### config.mk
export PLATFORM = sky130hd
export DESIGN_NAME = sync_fifo_prog_flat
export DESIGN_NICKNAME = d
export VERILOG_FILES = /design/src/rtl/sync_fifo_prog_if.sv /design/src/rtl/sync_fifo_prog.sv /design/src/flat_wrapper.sv
export SDC_FILE = /design/constraint.sdc
export NUM_CORES = 1
export LEC_CHECK = 0
export BUFFER_PORTS_ARGS = -buffer_cell sky130_fd_sc_hd__buf_4
export CORE_MARGIN = 3
export CORE_UTILIZATION = 45
export CTS_CLUSTER_SIZE = 20
export DETAILED_ROUTE_END_ITERATION = 6
export SYNTH_ARGS = -nofsm -noshare
export SYNTH_HDL_FRONTEND = slang
export SYNTH_SLANG_ARGS = --single-unit
### constraint.sdc
create_clock -name clk -period 3.88 [get_ports clk]
set_input_delay 0.388 -clock clk [delete_from_list [all_inputs] [get_ports clk]]
set_output_delay 0.388 -clock clk [all_outputs]
set_load 0.03 [all_outputs]
### src/rtl/sync_fifo_prog_if.sv
// Handshake/status bundle for sync_fifo_prog: write port, read port, thresholds and flags.
// The FIFO connects through the slave modport; the producer/consumer side uses master.
interface sync_fifo_prog_if #(
    parameter int unsigned DATA_WIDTH = 8,
    parameter int unsigned DEPTH      = 16
);
    localparam int unsigned AW = $clog2(DEPTH);

    logic                  wr_en;
    logic [DATA_WIDTH-1:0] wr_data;
    logic                  rd_en;
    logic [DATA_WIDTH-1:0] rd_data;
    logic                  rd_valid;
    logic                  full;
    logic                  empty;
    logic [AW:0]           af_thresh;
    logic [AW:0]           ae_thresh;
    logic                  almost_full;
    logic                  almost_empty;
    logic [AW:0]           count;
    logic                  overflow;
    logic                  underflow;
    logic                  err_clr;

    modport master (
        output wr_en, wr_data, rd_en, af_thresh, ae_thresh, err_clr,
        input  rd_data, rd_valid, full, empty, almost_full, almost_empty,
               count, overflow, underflow
    );

    modport slave (
        input  wr_en, wr_data, rd_en, af_thresh, ae_thresh, err_clr,
        output rd_data, rd_valid, full, empty, almost_full, almost_empty,
               count, overflow, underflow
    );
endinterface

### src/rtl/sync_fifo_prog.sv
// Single-clock FIFO with programmable almost-full/almost-empty, occupancy count and sticky errors.
// Define SYNC_FIFO_FWFT_EN for first-word-fall-through reads; default is a 1-cycle registered read.
module sync_fifo_prog #(
    parameter int unsigned DATA_WIDTH = 8,
    parameter int unsigned DEPTH      = 16,
    parameter int unsigned AW         = $clog2(DEPTH)
) (
    input  logic            clk,
    input  logic            rst,
    sync_fifo_prog_if.slave bus
);
    logic [DATA_WIDTH-1:0] mem_q [DEPTH];

    logic [AW:0] wr_ptr_q, wr_ptr_d;
    logic [AW:0] rd_ptr_q, rd_ptr_d;
    logic        overflow_q, overflow_d;
    logic        underflow_q, underflow_d;

    logic [AW:0] count_c;
    logic        full_c;
    logic        empty_c;
    logic        wr_acc_c;
    logic        rd_acc_c;

    // Extra pointer MSB disambiguates full from empty; subtraction wraps naturally.
    always_comb begin
        count_c  = wr_ptr_q - rd_ptr_q;
        full_c   = (count_c == (AW+1)'(DEPTH));
        empty_c  = (count_c == '0);
        wr_acc_c = bus.wr_en & ~full_c;
        rd_acc_c = bus.rd_en & ~empty_c;
    end

    always_comb begin
        wr_ptr_d    = wr_ptr_q;
        rd_ptr_d    = rd_ptr_q;
        overflow_d  = overflow_q & ~bus.err_clr;
        underflow_d = underflow_q & ~bus.err_clr;
        if (wr_acc_c) wr_ptr_d = wr_ptr_q + (AW+1)'(1);
        if (rd_acc_c) rd_ptr_d = rd_ptr_q + (AW+1)'(1);
        // A new error in the same cycle as err_clr wins over the clear.
        if (bus.wr_en && full_c)  overflow_d  = 1'b1;
        if (bus.rd_en && empty_c) underflow_d = 1'b1;
    end

    always_ff @(posedge clk or posedge rst) begin
        if (rst) begin
            wr_ptr_q    <= '0;
            rd_ptr_q    <= '0;
            overflow_q  <= 1'b0;
            underflow_q <= 1'b0;
        end else begin
            wr_ptr_q    <= wr_ptr_d;
            rd_ptr_q    <= rd_ptr_d;
            overflow_q  <= overflow_d;
            underflow_q <= underflow_d;
        end
    end

    // Storage is intentionally not reset.
    always_ff @(posedge clk) begin
        if (wr_acc_c) mem_q[wr_ptr_q[AW-1:0]] <= bus.wr_data;
    end

`ifdef SYNC_FIFO_FWFT_EN
    assign bus.rd_data  = mem_q[rd_ptr_q[AW-1:0]];
    assign bus.rd_valid = ~empty_c;
`else
    logic [DATA_WIDTH-1:0] rd_data_q, rd_data_d;
    logic                  rd_valid_q, rd_valid_d;

    always_comb begin
        rd_data_d  = rd_data_q;
        rd_valid_d = rd_acc_c;
        if (rd_acc_c) rd_data_d = mem_q[rd_ptr_q[AW-1:0]];
    end

    always_ff @(posedge clk or posedge rst) begin
        if (rst) begin
            rd_data_q  <= '0;
            rd_valid_q <= 1'b0;
        end else begin
            rd_data_q  <= rd_data_d;
            rd_valid_q <= rd_valid_d;
        end
    end

    assign bus.rd_data  = rd_data_q;
    assign bus.rd_valid = rd_valid_q;
`endif

    assign bus.count        = count_c;
    assign bus.full         = full_c;
    assign bus.empty        = empty_c;
    assign bus.almost_full  = (count_c >= bus.af_thresh);
    assign bus.almost_empty = (count_c <= bus.ae_thresh);
    assign bus.overflow     = overflow_q;
    assign bus.underflow    = underflow_q;
endmodule

### src/flat_wrapper.sv
// flat-port wrapper written by rule: the top's interface ports become plain ports
module sync_fifo_prog_flat 
#(
    parameter int unsigned DATA_WIDTH = 8,
    parameter int unsigned DEPTH      = 16,
    parameter int unsigned AW         = $clog2(DEPTH)
)
  (clk, rst, bus_wr_en, bus_wr_data, bus_rd_en, bus_af_thresh, bus_ae_thresh, bus_err_clr, bus_rd_data, bus_rd_valid, bus_full, bus_empty, bus_almost_full, bus_almost_empty, bus_count, bus_overflow, bus_underflow);
  sync_fifo_prog_if #(.DATA_WIDTH(DATA_WIDTH), .DEPTH(DEPTH)) bus_i ();
  input  logic clk;
  input  logic rst;
  input wire logic [$bits(bus_i.wr_en)-1:0] bus_wr_en;
  input wire logic [$bits(bus_i.wr_data)-1:0] bus_wr_data;
  input wire logic [$bits(bus_i.rd_en)-1:0] bus_rd_en;
  input wire logic [$bits(bus_i.af_thresh)-1:0] bus_af_thresh;
  input wire logic [$bits(bus_i.ae_thresh)-1:0] bus_ae_thresh;
  input wire logic [$bits(bus_i.err_clr)-1:0] bus_err_clr;
  output wire logic [$bits(bus_i.rd_data)-1:0] bus_rd_data;
  output wire logic [$bits(bus_i.rd_valid)-1:0] bus_rd_valid;
  output wire logic [$bits(bus_i.full)-1:0] bus_full;
  output wire logic [$bits(bus_i.empty)-1:0] bus_empty;
  output wire logic [$bits(bus_i.almost_full)-1:0] bus_almost_full;
  output wire logic [$bits(bus_i.almost_empty)-1:0] bus_almost_empty;
  output wire logic [$bits(bus_i.count)-1:0] bus_count;
  output wire logic [$bits(bus_i.overflow)-1:0] bus_overflow;
  output wire logic [$bits(bus_i.underflow)-1:0] bus_underflow;
  assign bus_i.wr_en = bus_wr_en;
  assign bus_i.wr_data = bus_wr_data;
  assign bus_i.rd_en = bus_rd_en;
  assign bus_i.af_thresh = bus_af_thresh;
  assign bus_i.ae_thresh = bus_ae_thresh;
  assign bus_i.err_clr = bus_err_clr;
  assign bus_rd_data = bus_i.rd_data;
  assign bus_rd_valid = bus_i.rd_valid;
  assign bus_full = bus_i.full;
  assign bus_empty = bus_i.empty;
  assign bus_almost_full = bus_i.almost_full;
  assign bus_almost_empty = bus_i.almost_empty;
  assign bus_count = bus_i.count;
  assign bus_overflow = bus_i.overflow;
  assign bus_underflow = bus_i.underflow;
  sync_fifo_prog #(.DATA_WIDTH(DATA_WIDTH), .DEPTH(DEPTH), .AW(AW)) u_core (.clk(clk), .rst(rst), .bus(bus_i));
endmodule
### After elaboration in Yosys (flattened, before gate mapping)

Memory sizes are Yosys's and may differ from the RTL's. A register that Yosys moved wholly into a read port is not among the register bits.
Cells that the tools add are included.

| word-level totals | value |
|---|---|
| register bits | 13 |
| RAM bits | 128 |
| output and inout bits | 20 |
| memories kept | 1 |

| cells by class | value |
|---|---|
| add/sub/neg operators | 3 |
| magnitude comparators | 2 |
| equality and inequality tests | 1 |
| mux-type cells | 4 |
| bitwise gates (word level) | 7 |
| reductions and logical operators | 3 |

Memories:

| name | words | bits a word | rd ports | clocked after memory_dff | write ports | line | text |
|---|---|---|---|---|---|---|---|
| u_core.mem_q | 16 | 8 | 1 | 1 | 1 | sync_fifo_prog.sv:12 | `logic [DATA_WIDTH-1:0] mem_q [DEPTH];` |

Operators by type and width:

| operator | number |
|---|---|
| $add 5x1->5 const B | 2 |
| $eq 5x5->1 const B | 1 |
| $ge 5x5->1 | 1 |
| $le 5x5->1 | 1 |
| $logic_not 5->1 | 1 |
| $sub 5x5->5 | 1 |
| $and 1x1->1 | 4 |
| $mux 1 | 4 |
| $not 1->1 | 3 |
| $logic_and 1x1->1 | 2 |

### Depth between registers and ports, before layout

| depth | value |
|---|---|
| depth in word-level cells | 6 |
| depth in mapped cells | 12 |
| depth with buffers taken out | 12 |

### Worst setup path after synthesis

Ideal clock, no wire load.

| path | value |
|---|---|
| path kind | register to output |
| start point | register u_core.rd_ptr_q[1] |
| end point | output port bus_almost_empty |
| arrival | 3,284 ps |
| required time | 3,492 ps |
| path slack | 208 ps |
| cell stages (with the launch flop) | 12 |
| buffers on the path | 1 |
| cells stage by stage | dfrtp_1 -> clkbuf_1 -> inv_1 -> fa_1 -> nand3_1 -> a21oi_1 -> nor2_1 -> ha_1 -> a21oi_1 -> and2_1 -> o21ai_0 -> a21oi_1 |

| on the way | value |
|---|---|
| longest elaborated chain between the ends | 2 |

Ends and longest elaborated chain:

| item | line | text |
|---|---|---|
| start, declared | sync_fifo_prog.sv:15 | `logic [AW:0] rd_ptr_q, rd_ptr_d;` |
| start signal, assigned | sync_fifo_prog.sv:54 | `rd_ptr_q <= rd_ptr_d;` |
| $sub 5x5->5 | sync_fifo_prog.sv:27 | `count_c = wr_ptr_q - rd_ptr_q;` |
| named net bus_count[4] | flat_wrapper.sv:24 | `output wire logic [$bits(bus_i.count)-1:0] bus_count;` |
| $le 5x5->1 | sync_fifo_prog.sv:96 | `assign bus.almost_empty = (count_c <= bus.ae_thresh);` |
| end, declared | flat_wrapper.sv:23 | `output wire logic [$bits(bus_i.almost_empty)-1:0] bus_almost_empty;` |

The timed path passes the listed nets, and every way through them passes these cells.

### Worst setup path in the final report

| path | value |
|---|---|
| start point | register u_core.wr_ptr_q[0] |
| end point | output port bus_almost_empty |

| on the way | value |
|---|---|
| longest elaborated chain between the ends | 2 |

Ends and longest elaborated chain:

| item | line | text |
|---|---|---|
| start, declared | sync_fifo_prog.sv:14 | `logic [AW:0] wr_ptr_q, wr_ptr_d;` |
| start signal, assigned | sync_fifo_prog.sv:53 | `wr_ptr_q <= wr_ptr_d;` |
| $sub 5x5->5 | sync_fifo_prog.sv:27 |  |
| $le 5x5->1 | sync_fifo_prog.sv:96 |  |

Every way passes these cells.

==> key figures <==
Routing
  • Routed length per placed instance: around 22 um
  • Remaining antenna violation count: 0
  • Number of vias per cell after detailed routing: between 5 and 6
  • DRC viols: 0
  • Routed WL: approximately 13 mm
  • Iteration-0 DRC count of the detailed router: ~210
  • TritonRoute pass-1 iters: 4
  • Via count: roughly 3200

Setup path
  • Crit path launch: u_core.wr_ptr_q[0]
  • Depth of the worst register-to-register path: 9
  • Arrival @ worst endpoint: between 3 and 4 ns
  • Endpoint of the most critical register-to-register path: u_core.mem_q[8][2]
  • Crit path max fanout: 4
  • Cell type of the slowest stage on the worst timing path: sky130_fd_sc_hd__dfrtp_1
  • Crit path max-delay family: adder cells
  • Critical path start-end classification: flop to output pin
  • Worst setup slack for register-to-register paths: 0.95 ns
  • Launch point of the worst reg-to-reg path: u_core.wr_ptr_q[0]
  • Critical path's largest stage delay: roughly 0.41 ns
  • Critical path, cell by cell: inv_1 -> ha_1 -> inv_1 -> fa_2 -> nand3_2 -> and3_2 -> nor2_2 -> ha_1 -> and4_1 -> a222oi_1 -> a21oi_1 -> buf_4
  • Critical path required time: 3.49 ns
  • Startpoint type of the worst setup path: flop
  • Buf+Inv Stages, Crit Path: 3
  • Worst setup EP type: output pin

Global route
  • Vias in the first global route: roughly 3500
  • Total routing resource utilization after global routing: around 17%
  • Grt total ovfl: 0
  • First-pass GRT wire length: 20.2 mm
  • Number of antenna violations at the first check in global routing: 0
  • Largest net degree at the start of global routing: 36

CTS
  • Number of H-tree levels: 4
  • Quantity of gates resized following cts: 0
  • TritonCTS clock tree: done
  • Number of hold buffers added after CTS: 0
  • CTS Sinks: between 100 and 150
  • Clock-pin transition on the worst setup and hold timing paths: 0.06 ns
  • Maximum root-to-sink buffer count: 2
  • Number of buffers created by CTS: 17
  • Number of buffers added for setup after CTS: 0
  • Clock Root Buffer: sky130_fd_sc_hd__clkbuf_16
  • Worst-skew pair later-pin latency: roughly 0.42 ns

Power
  • Cell area power density: about 880 nW/um2
  • Design Power: between 6 and 7 mW
  • Leakage: 2.74 nW
  • VDD IR-drop max: 0.338 mV

Finish
  • Filler cell count in the final layout: between 1000 and 1500
  • Non-filler cells in the finished layout: between 500 and 600
  • Fraction of final layout cells sized beyond drive strength 1: 31.5%
  • Signed area change from the synthesized netlist to the final layout: 16.7%
  • Area of all placed cells without fillers: between 7000 and 8000 um2
  • Share of the core filled with cells in the final layout: a little over half
  • Final nets: ~440
  • Ant. Diodes: 0

Synth
  • Flop and latch count out of synthesis: roughly 150
  • Mapped Area: approximately 6300 um2
  • Cells after Synth: roughly 340
  • Area leader, netlist: sky130_fd_sc_hd__edfxtp_1
  • Ranking of synthesized cells by area: sky130_fd_sc_hd__edfxtp_1 61%, sky130_fd_sc_hd__mux4_2 11%, sky130_fd_sc_hd__dfrtp_1 8.3%
  • Syn_nets: 382
  • Post-synth top cells: 128 x sky130_fd_sc_hd__edfxtp_1, 32 x sky130_fd_sc_hd__mux4_2, 21 x sky130_fd_sc_hd__dfrtp_1, 21 x sky130_fd_sc_hd__inv_1, 18 x sky130_fd_sc_hd__and3_1
  • EDFF count, synth: between 100 and 150
  • Sequential share of the synthesized area: ~70%
  • Main flop type after synthesis: sky130_fd_sc_hd__edfxtp_1
  • Synth warn: 0
  • Most common cell in the synthesized netlist: sky130_fd_sc_hd__edfxtp_1
  • Area share of the largest cell type after synthesis: between 60 and 70%
  • Share of async-settable or async-resettable flops after synthesis: roughly 14%
  • Post-synthesis area per instance: 18.4 um2
  • Distinct cells, synth: 44

STA
  • Worst max-slew margin expressed relative to the limit: 41.9%
  • Final Worst Setup Slack: 0.333 ns
  • Setup TNS: 0 ns
  • Number of endpoints with negative hold slack in the final report: 0
  • Final worst path period share: 91.4%
  • Final count of pins violating max slew: 0
  • Worst Tran Pin Value: between 0.8 and 0.9 ns
  • Upper clock frequency limit: about 280 MHz
  • Worst-case clock skew: between 0.007 and 0.008 ns
  • Count of endpoints failing setup in the final report: 0
  • Setup repair after global routing missed its margin: no
  • Post-route worst hold slack: between 0.15 and 0.2 ns
  • Minimum clock period: about 3.5 ns

Floorplanning
  • Die outline area: between 15000 and 20000 um2
  • Starting utilization of the core area: 46.9%
  • Floorplan row count: between 40 and 50
  • Core Area: roughly 13000 um2
  • Top-Level Pins: 43
  • Die outline width: approximately 120 um
  • Die height: 124 um

Place
  • Cell total after placement: approximately 550
  • Half-perimeter wire length after placement: between 8 and 9 mm
  • Number of port buffers: 42
  • RD Place Congestion: 0.780
  • Placement Cell Area: 6800 um2
  • Placement Setup Slack: between 0.6 and 0.7 ns

Run status
  • Status: finished clean

Flow run
  • Max-cap check violation count: 0

Min path
  • Worst min path class: input port to async pin
==> cells in the final DEF, fill, tap and decap left out, types with 2 or more instances in the layout <==
master                      count
sky130_fd_sc_hd__nand2_1        5
sky130_fd_sc_hd__nor2b_1        2
sky130_fd_sc_hd__clkbuf_1       2
sky130_fd_sc_hd__o22ai_1       16
sky130_fd_sc_hd__clkinv_1       2
sky130_fd_sc_hd__bufinv_16      2
sky130_fd_sc_hd__dfrtp_1       20
sky130_fd_sc_hd__ha_1          16
sky130_fd_sc_hd__inv_1         21
sky130_fd_sc_hd__edfxtp_1     128
sky130_fd_sc_hd__nor2_1        13
sky130_fd_sc_hd__xnor2_1        6
sky130_fd_sc_hd__a22o_1         2
sky130_fd_sc_hd__nand4_1        2
sky130_fd_sc_hd__buf_4         46
sky130_fd_sc_hd__xor2_1         5
sky130_fd_sc_hd__mux2_4         8
sky130_fd_sc_hd__o21bai_1       2
sky130_fd_sc_hd__a21oi_1        6
sky130_fd_sc_hd__clkinv_2       8
sky130_fd_sc_hd__nand3_1        2
sky130_fd_sc_hd__and3_1        17
sky130_fd_sc_hd__and2_1         2
sky130_fd_sc_hd__clkbuf_16     17
sky130_fd_sc_hd__mux4_2        32
==> state kept, by name, indices dropped and copies added (netlist names) <==
signal and flops:
u_core.bus.underflow 1, u_core.wr_ptr_q 5, u_core.mem_q 128, u_core.bus.overflow 1, u_core.bus.rd_valid 1, u_core.bus.rd_data 8
u_core.rd_ptr_q 5
==> worst max-delay path by stage <==
stage                            end  slack (ns)  depth (start not counted)
floorplan           bus_almost_empty        0.21                         11
finish              bus_almost_empty        0.33                         12
detailed placement  bus_almost_empty        0.63                         12
global placement    bus_almost_empty        0.73                         12
global route        bus_almost_empty        0.05                         12
CTS                 bus_almost_empty        0.17                         12
==> routing by layer <==
layer  track usage (%)  share of wire, %
met5                 0                 0
met3              4.76               5.4
met1              23.0                42
met4              8.06               2.4
met2              27.1                50
==> report_power, final <==
group	internal (mW)	switching, mW
Clock	0.930	0.595
Sequential	2.00	0.131
Combinational	1.20	1.64
==> area by class of cell <==
cell class / count / area, um2 / area share, %
clock buffer: 19 / 433 / 5.88
sequential: 149 / 4370 / 59.4
timing repair buffer: 46 / 345 / 4.69
clock inverter: 13 / 115 / 1.56
inverter: 21 / 78.8 / 1.07
multi-input combinational: 162 / 1800 / 24.5
tap: 176 / 220 / 2.99
==> kinds of logic (layout without fill, tap and decap cells) <==
logic type	after synthesis	in the layout	share of synthesized area [%]
compound gates	33	33	3.99
fa+ha+maj	18	18	3.67
simple gates	57	57	5.24
flops	149	149	69.3
xor+xnor	12	12	1.67
mux	42	42	13.7
buf+inv	31	99	2.50
Note: power is estimated with default switching activity, not from simulation.
